## config.mk

```make
export PLATFORM = sky130hd
export DESIGN_NAME = slt_cmp_arbiter
export DESIGN_NICKNAME = d
export VERILOG_FILES = /design/src/rtl/slt_cmp_pkg.sv /design/src/rtl/slt_cmp_core.sv /design/src/rtl/slt_cmp_arbiter.sv
export SDC_FILE = /design/constraint.sdc
export NUM_CORES = 1
export LEC_CHECK = 0
export BUFFER_PORTS_ARGS = -buffer_cell sky130_fd_sc_hd__buf_2
export CORE_AREA = 8 8 99 101
export DETAILED_ROUTE_END_ITERATION = 8
export DIE_AREA = 0 0 107 109
export GPL_TIMING_DRIVEN = 1
export PLACE_DENSITY_LB_ADDON = 0.25
export REMOVE_ABC_BUFFERS = 1
export SLEW_MARGIN = 0
export SYNTH_ARGS = -nofsm -noshare
export SYNTH_HDL_FRONTEND = slang
export SYNTH_HIERARCHICAL = 1
export SYNTH_SLANG_ARGS = --single-unit
```

## constraint.sdc

```tcl
create_clock -name clk_i -period 2.94 [get_ports clk_i]
set_input_delay 0.294 -clock clk_i [delete_from_list [all_inputs] [get_ports clk_i]]
set_output_delay 0.294 -clock clk_i [all_outputs]
set_load 0.005 [all_outputs]
```

## src/rtl/slt_cmp_pkg.sv

```systemverilog
// Shared types for the set-less-than / compare datapath and its arbiter.
// Holds the op encoding, the default operand width and the round-robin pointer helper.
package slt_cmp_pkg;

    localparam int unsigned XLEN_DEF = 32;

    typedef enum logic [1:0] {
        CMP_SLTU = 2'b00,
        CMP_SLT  = 2'b01,
        CMP_SEQ  = 2'b10,
        CMP_RSVD = 2'b11
    } cmp_op_e;

    // Next round-robin start position after index idx wins, out of n requesters.
    function automatic int unsigned rr_next(input int unsigned idx, input int unsigned n);
        return (idx + 1 >= n) ? 0 : idx + 1;
    endfunction

endpackage

```

## src/rtl/slt_cmp_core.sv

```systemverilog
// Combinational compare unit: produces {XLEN-1 zeros, flag} for SLTU, SLT and SEQ.
// The reserved op yields a zero result rather than trapping.
module slt_cmp_core
    import slt_cmp_pkg::*;
#(
    parameter int unsigned XLEN = XLEN_DEF
) (
    input  cmp_op_e           op_i,
    input  logic [XLEN-1:0]   rs1_i,
    input  logic [XLEN-1:0]   rs2_i,
    output logic [XLEN-1:0]   rd_o
);

    logic flag;
    logic ltu;
    logic lt_low;

    assign ltu    = rs1_i < rs2_i;
    assign lt_low = rs1_i[XLEN-2:0] < rs2_i[XLEN-2:0];

    always_comb begin
        flag = 1'b0;
        unique case (op_i)
            CMP_SLTU: flag = ltu;
            // Differing signs decide on rs1's sign alone; same signs reduce to unsigned.
            CMP_SLT:  flag = (rs1_i[XLEN-1] != rs2_i[XLEN-1]) ? rs1_i[XLEN-1] : lt_low;
            CMP_SEQ:  flag = (rs1_i == rs2_i);
            CMP_RSVD: flag = 1'b0;
            default:  flag = 1'b0;
        endcase
    end

    assign rd_o = {{(XLEN-1){1'b0}}, flag};

endmodule

```

## src/rtl/slt_cmp_arbiter.sv

```systemverilog
// Round-robin arbiter sharing one compare datapath among NUM_REQ requesters,
// with a single registered response slot tagged by the winning requester's id.
module slt_cmp_arbiter
    import slt_cmp_pkg::*;
#(
    parameter int unsigned NUM_REQ = 2,
    parameter int unsigned XLEN    = XLEN_DEF,
    localparam int unsigned ID_W   = $clog2(NUM_REQ)
) (
    input  logic                      clk_i,
    input  logic                      rst_ni,
    input  logic [NUM_REQ-1:0]        req_valid_i,
    output logic [NUM_REQ-1:0]        req_ready_o,
    input  logic [2*NUM_REQ-1:0]      req_op_i,
    input  logic [XLEN*NUM_REQ-1:0]   req_rs1_i,
    input  logic [XLEN*NUM_REQ-1:0]   req_rs2_i,
    output logic                      rsp_valid_o,
    input  logic                      rsp_ready_i,
    output logic [ID_W-1:0]           rsp_id_o,
    output logic [XLEN-1:0]           rsp_rd_o
);

    logic [ID_W-1:0] rr_q, rr_d;
    logic            rsp_valid_q, rsp_valid_d;
    logic [ID_W-1:0] rsp_id_q, rsp_id_d;
    logic [XLEN-1:0] rsp_rd_q, rsp_rd_d;

    logic            can_accept;
    logic            found;
    logic            transfer;
    logic [ID_W-1:0] winner;
    int unsigned     idx;

    cmp_op_e         op_sel;
    logic [XLEN-1:0] rs1_sel;
    logic [XLEN-1:0] rs2_sel;
    logic [XLEN-1:0] core_rd;

    assign can_accept = !rsp_valid_q || rsp_ready_i;

    // Search upward from the rr pointer with wrap; first valid requester wins.
    always_comb begin
        found  = 1'b0;
        winner = '0;
        idx    = 0;
        for (int unsigned i = 0; i < NUM_REQ; i++) begin
            idx = 32'(rr_q) + i;
            if (idx >= NUM_REQ) begin
                idx = idx - NUM_REQ;
            end
            if (!found && req_valid_i[ID_W'(idx)]) begin
                found  = 1'b1;
                winner = ID_W'(idx);
            end
        end
    end

    assign transfer = found && can_accept && rst_ni;

    always_comb begin
        req_ready_o = '0;
        if (transfer) begin
            req_ready_o[winner] = 1'b1;
        end
    end

    always_comb begin
        op_sel  = CMP_SLTU;
        rs1_sel = '0;
        rs2_sel = '0;
        for (int unsigned k = 0; k < NUM_REQ; k++) begin
            if (winner == ID_W'(k)) begin
                op_sel  = cmp_op_e'(req_op_i[2*k +: 2]);
                rs1_sel = req_rs1_i[k*XLEN +: XLEN];
                rs2_sel = req_rs2_i[k*XLEN +: XLEN];
            end
        end
    end

    slt_cmp_core #(
        .XLEN (XLEN)
    ) u_core (
        .op_i  (op_sel),
        .rs1_i (rs1_sel),
        .rs2_i (rs2_sel),
        .rd_o  (core_rd)
    );

    always_comb begin
        rr_d        = rr_q;
        rsp_valid_d = rsp_valid_q;
        rsp_id_d    = rsp_id_q;
        rsp_rd_d    = rsp_rd_q;
        if (transfer) begin
            rr_d        = ID_W'(rr_next(32'(winner), NUM_REQ));
            rsp_valid_d = 1'b1;
            rsp_id_d    = winner;
            rsp_rd_d    = core_rd;
        end else if (rsp_ready_i) begin
            // Consumer took the result; payload is held for observability.
            rsp_valid_d = 1'b0;
        end
    end

    always_ff @(posedge clk_i or negedge rst_ni) begin
        if (!rst_ni) begin
            rr_q        <= '0;
            rsp_valid_q <= 1'b0;
            rsp_id_q    <= '0;
            rsp_rd_q    <= '0;
        end else begin
            rr_q        <= rr_d;
            rsp_valid_q <= rsp_valid_d;
            rsp_id_q    <= rsp_id_d;
            rsp_rd_q    <= rsp_rd_d;
        end
    end

    assign rsp_valid_o = rsp_valid_q;
    assign rsp_id_o    = rsp_id_q;
    assign rsp_rd_o    = rsp_rd_q;

endmodule

```

; ---- Word-level counts from Yosys, hierarchy flattened
; Cells that the tools add are included.
; Widths: inputs -> output; s select.
[totals]
register_bits = 4
output_inout_bits = 36
word_cells = 52
in_bits = 137
[op_classes]
addsub = 4
n_lt_le_gt_ge = 9
n_eq_ne = 5
n_mux = 21
n_reduce_logical = 9
[op_table]
columns = cell, n
row1 = $mux 32, 2
row2 = $eq 32x32->1, 1
row3 = $lt 32x32->1, 1
row4 = $lt 31x31->1, 1
row5 = $mux 1, 15
row6 = $lt 1x2->1 const B, 3
row7 = $add 1x1->2 const B, 2
row8 = $eq 2x2->1 const B, 2
row9 = $ge 2x2->1 const B, 2
row10 = $logic_and 1x1->1, 4
row11 = $mux 2, 2
row12 = $pmux 1 s4, 1
row13 = $eq 2x1->1 const B, 1
row14 = $ge 1x2->1 const B, 1
row15 = $logic_not 1->1, 2
row16 = $logic_not 2->1, 1
row17 = $reduce_bool 2->1, 1
row18 = $sub 1x1->1 const B, 2
row19 = $demux 1 s1, 1
row20 = $ge 1x1->1 const B, 1
row21 = $logic_or 1x1->1, 1
row22 = $ne 1x1->1, 1

; ---- Longest topological paths before layout
[logic_depth]
ltp_word = 13
depth_mapped = 14
mapped_depth_nobuf = 12

; ---- Cells and area by module
; Netlist, hierarchy kept.
[modules_own_cells]
columns = module, area_per_inst_um2, instances, cells_per_inst, seq_area_each_um2
row1 = slt_cmp_arbiter, 2190.9, 1, 153, 875.8
row2 = slt_cmp_core, 1233.7, 1, 172, 0.0

; ---- Worst setup path after synthesis
; OpenSTA, ideal clock, no wires.
[synth_timing]
kind = reg2reg
from = register rr_q
to = register rsp_rd_q[0] (netlist: rsp_rd_o[0])
synth_period_minus_slack_ns = 2.996
setup_ns = 0.125
path_stages_with_launch = 13
required_ns = 2.815
path_slack_ns = -0.056
n_path_buf = 2
arrival_ns = 2.871
path_cell_list = dfrtp_1 > o21ai_4 > clkbuf_8 > mux2_2 > ha_1 > nand4_4 > nor4_4 > nand2_1 > o2111ai_1 > nor2_1 > a211o_1 > buf_4 > mux2_2
[synth_between]
elab_chain_cells = 12
elab_cells_between_ends = 32
classes_between = add/sub: 3 / order compare: 4 / eq/ne: 5 / mux: 15 / reduce/logical: 5
[synth_rtl]
columns = item, line
row1 = from (decl), slt_cmp_arbiter.sv:23  ; logic [ID_W-1:0] rr_q, rr_d;
row2 = from (signal assigned), slt_cmp_arbiter.sv:112  ; rr_q <= rr_d;
row3 = $ge 1x2->1 or $sub 1x1->1 (tied branches), "slt_cmp_arbiter.sv:48, slt_cmp_arbiter.sv:49"
row4 = $mux 1, slt_cmp_arbiter.sv:48  ; if (idx >= NUM_REQ) begin
row5 = $mux 1 (implied by the code) (2 in series), slt_cmp_arbiter.sv:51  ; if (!found && req_valid_i[ID_W'(idx)]) begin
row6 = $mux 1, slt_cmp_arbiter.sv:51
row7 = $logic_not 1->1, slt_cmp_arbiter.sv:51
row8 = $logic_and 1x1->1, slt_cmp_arbiter.sv:51
row9 = $mux 1 (*), slt_cmp_arbiter.sv:51
row10 = $mux 32 (*), slt_cmp_arbiter.sv:72  ; if (winner == ID_W'(k)) begin
row11 = named net rs1_sel[28], slt_cmp_arbiter.sv:35  ; logic [XLEN-1:0] rs1_sel;
row12 = $lt 31x31->1, slt_cmp_core.sv:19  ; assign lt_low = rs1_i[XLEN-2:0] < rs2_i[XLEN-2:0];
row13 = $mux 1, slt_cmp_core.sv:26  ; CMP_SLT: flag = (rs1_i[XLEN-1] != rs2_i[XLEN-1]) ? rs1_i[XLEN-1] : lt_low;
row14 = $pmux 1 s4 (*), slt_cmp_core.sv:23  ; unique case (op_i)
row15 = named net u_core.flag, slt_cmp_core.sv:14  ; logic flag;
row16 = to (signal assigned), slt_cmp_arbiter.sv:115  ; rsp_rd_q <= rsp_rd_d;
row17 = to (decl), slt_cmp_arbiter.sv:26  ; logic [XLEN-1:0] rsp_rd_q, rsp_rd_d;
; Mark *: on every way through the listed nets, which the timed path passes. The rest lies on a longest branch. The select of a mux whose other input is x is not followed.
; A chain may end at the register's enable or synchronous reset.

; ---- Final worst setup path
[layout_timing]
from = register rr_q
to = register rsp_rd_q[0] (netlist: rsp_rd_o[0])
[layout_between]
elab_chain_cells = 12
elab_cells_between_ends = 32
classes_between = add/sub: 3 / order compare: 4 / eq/ne: 5 / mux: 15 / reduce/logical: 5
[layout_rtl]
columns = item, line
row1 = $ge 1x2->1 or $sub 1x1->1 (tied branches), "slt_cmp_arbiter.sv:48, slt_cmp_arbiter.sv:49"
row2 = $mux 1, slt_cmp_arbiter.sv:48
row3 = $mux 1 (implied by the code) (2 in series), slt_cmp_arbiter.sv:51
row4 = $mux 1, slt_cmp_arbiter.sv:51
row5 = $logic_not 1->1, slt_cmp_arbiter.sv:51
row6 = $logic_and 1x1->1, slt_cmp_arbiter.sv:51
row7 = $mux 1 (*), slt_cmp_arbiter.sv:51
row8 = $mux 32 (*), slt_cmp_arbiter.sv:72
row9 = named net rs1_sel[31], slt_cmp_arbiter.sv:35
row10 = "parallel branches: the longest is 2 deep, another holds $lt 32x32->1", n/a
row11 = $pmux 1 s4 (*), slt_cmp_core.sv:23
row12 = named net core_rd[0], slt_cmp_arbiter.sv:37  ; logic [XLEN-1:0] core_rd;
; Mark *: on every way through the listed nets, which the timed path passes. The select of a mux whose other input is x is not followed.

==> reports/results.ini <==
[outcome]
outcome=finished with violations
violations=setup timing

[layout]
n_fill_cell=721
antenna_cells=0
final_area_um2=4980
area_growth_pct=45.3
regArea_um2=876
multiInputGateArea_um2=2410
drive_gt1_share_pct=63.9
final_net_count=697

[yosys]
yosysTopAreaCellShare_pct=29.9
post-synth-top-area-cell=mux2_2
synth_edf_count=0
synth_top_family_by_area=multiplexers
synthesis.area_um2=3420
yosysWarningCount=6
synth_commonest_cells=mux2_2, inv_1, dfrtp_1
yosysSeqAreaShare_pct=25.6
synth_flop_cell=dfrtp_1
synth_compound_area_share_pct=6.87
synth.area.mux_share_pct=32.8
synth_fa_ha_area_share_pct=11.7
ys_types=39
synthXorXnorAreaFrac_pct=0
synth.avg_cell_area_um2=10.5
yosysMostFrequentCell=mux2_2
yosys.area_share.simple_pct=8.18
async_flop_share_pct=100
synth_seq_cells=35
synth_cells=325
ys_top_cells_by_area=mux2_2, dfrtp_1, ha_1

[hold_path]
min-delay-path-class=in2async

[timing]
hold_viol_final=0
setup_viol=1
skew_ns=0.00421
rsz0062_at_grt=yes
fmaxAchievable_mhz=336
period_minus_slack_ns=2.98
fin_crit_sh_pct=101
slew_violations=0
fin_ws_ns=-0.0395

[pwr]
ir_worst_vdd_uv=435
p_leak_nw=2.54
total_power_mw=2.16
pwr-share-seq_pct=28.7
power-per-cell-area_nw_per_um2=433
switching_share_pct=30.7
netSwitchingPower_mw=0.661
intPower_mw=1.50
clkPwrFrac_pct=23.9
combPwrFrac_pct=47.4

[critical_path]
cp-startpoint=rr_q$_DFFE_PN0P_
r2r_slack_ns=-0.04
crit_path_end=rsp_rd_o[0]$_DFFE_PN0P_
r2r_end=rsp_rd_o[0]$_DFFE_PN0P_
timing.reg2reg.worst_path_depth=13
r2r_start=rr_q$_DFFE_PN0P_
critPathLaunchType=flip-flop
crit_fanout=8
required_ns=3.11
cp_data_arrival_time_ns=3.15
critPathKind=reg2reg
cp-end-kind=flip-flop

[placement]
pre_cts_slack_ns=-0.148
gp_congestion=0.803
place_area_um2=4400
io_buffers=172
dp_hpwl_um=7780

[global_route]
grt_pass1_wl_um=15200
grt_pass1_vias=3332
track_usage_pct=15.9
overflow=0
antenna_found_initial=0
grt_max_degree=36

[clock_tree]
insertion_delay_ns=0.29
holdBufCountCts=0
cts_max_level=2
clock_path_buffers=2
cts_tree=yes
path_clk_slew_ns=0.08
cts.sinks=35
cts_inserted_buffers=5
cts_root_buffer=clkbuf_8

[route]
first_iter_violations=33
via_per_inst=4.79
wire_per_inst_um=16.0
via_count=3051
first_pass_iters=4
detail-route-antenna-nets=0
totalWireLength_um=10200
drc=0

[die]
start_util_pct=40.9
die_area_um2=11700
io_pins=173
row_count=34
die_h_um=109
die_w_um=107
coreArea_um2=8380

[flow_run]
max_cap_violations=0

final cells by class:
class,count,area share (%)
multi-input cells,241,48.5
repair buffers,208,25.7
flip-flops and latches,35,17.6
inverters,37,2.79
well taps,108,2.71
clock buffers,5,1.38
clock inverters,3,1.36
registers in the layout, summed over array words and instances, names as in the netlist:
name and cells:
rsp_id_o 1, rr_q 1, rsp_rd_o 32, rsp_valid_o 1
timing repair:
item / in CTS / in global routing
gates resized for setup: 11 / 30
pin swaps: 1 / 12
buffers inserted: 2 / 2
cloned: 1 / 5
setup endpoints to repair: 1 / 1
critical path, stage by stage (launching register included):
cell and delay, ns:
dfrtp_1 0.41, o21ai_4 0.19, buf_12 0.18, buf_12 0.14, buf_8 0.11, mux2_4 0.31, ha_4 0.28, nand4_1 0.13
nor4_4 0.28, nand2_1 0.11, o2111ai_2 0.19, nor2_1 0.06, a211o_1 0.22, mux2_2 0.25
power groups by stage:
stage                     logic (mW)  clock network (mW)  registers [mW]
after floorplan                0.470                   0           0.632
after global placement         0.834                   0           0.621
after detailed placement       0.855                   0           0.627
after CTS                      0.922               0.533           0.620
after global routing            1.12               0.551           0.631
final                           1.02               0.516           0.620
cell families (layout without fill, tap and decap cells):
kind of cell               count (synthesis)  after routing
AOI/OAI and AO/OA                         33             33
adders and majority gates                 32             32
buffers and inverters                     79            253
DFF                                       35             35
muxes                                    100            100
other                                      1             31
and+or+nand+nor                           45             45
how the worst min path moves through the flow:
stage	from	to	slack, ns
floorplan	rst_ni	rr_q$_DFFE_PN0P_	-0.002
global placement	rst_ni	rsp_rd_o[11]$_DFFE_PN0P_	0.43
detailed placement	rst_ni	rsp_rd_o[28]$_DFFE_PN0P_	0.44
CTS	rst_ni	rsp_rd_o[20]$_DFFE_PN0P_	0.12
global route	rst_ni	rsp_valid_o$_DFFE_PN0P_	0.15
finish	rst_ni	rsp_rd_o[11]$_DFFE_PN0P_	0.11
per-layer routing:
| layer | vias to the layer above | track usage, % | part of all wire (%) |
|---|---|---|---|
| li1 | 1496 | - | - |
| met1 | 1428 | 16.7 | 37 |
| met2 | 112 | 30.2 | 52 |
| met3 | 15 | 4.61 | 8.3 |
| met4 | 0 | 4.62 | 2.2 |
| met5 | - | 0 | 0 |
layout by cell type, fill, tap and decap left out, types with 4 or more instances in the layout:
cell type | netlist | routed
inv_1 | 37 | 33
mux2_4 | 0 | 7
clkbuf_8 | 2 | 5
inv_2 | 0 | 4
mux2_1 | 8 | 7
clkbuf_16 | 0 | 4
ha_1 | 32 | 17
o21ai_0 | 5 | 4
nand4_1 | 4 | 4
nor3_1 | 5 | 5
buf_2 | 0 | 172
mux2_2 | 91 | 85
a21oi_1 | 12 | 11
dfrtp_1 | 35 | 35
ha_4 | 0 | 15
buf_4 | 33 | 24
nand2_1 | 9 | 9
nand3_1 | 7 | 7
conb_1 | 1 | 31
through the flow:
| stage | util [%] | cells | setup TNS, ns | hold slack, ns |
|---|---|---|---|---|
| finish | 59.4 | 637 | -0.0395 | 0.109 |
| global placement | 52.4 | 620 | -0.0599 | 0.432 |
| global route | 59.4 | 637 | -0.165 | 0.149 |
| floorplan | - | 313 | -0.755 | -0.00159 |
| detailed placement | 52.4 | 620 | -0.148 | 0.437 |
| CTS | 55.9 | 631 | -0.0277 | 0.116 |
(Power assumes the default switching activity.)
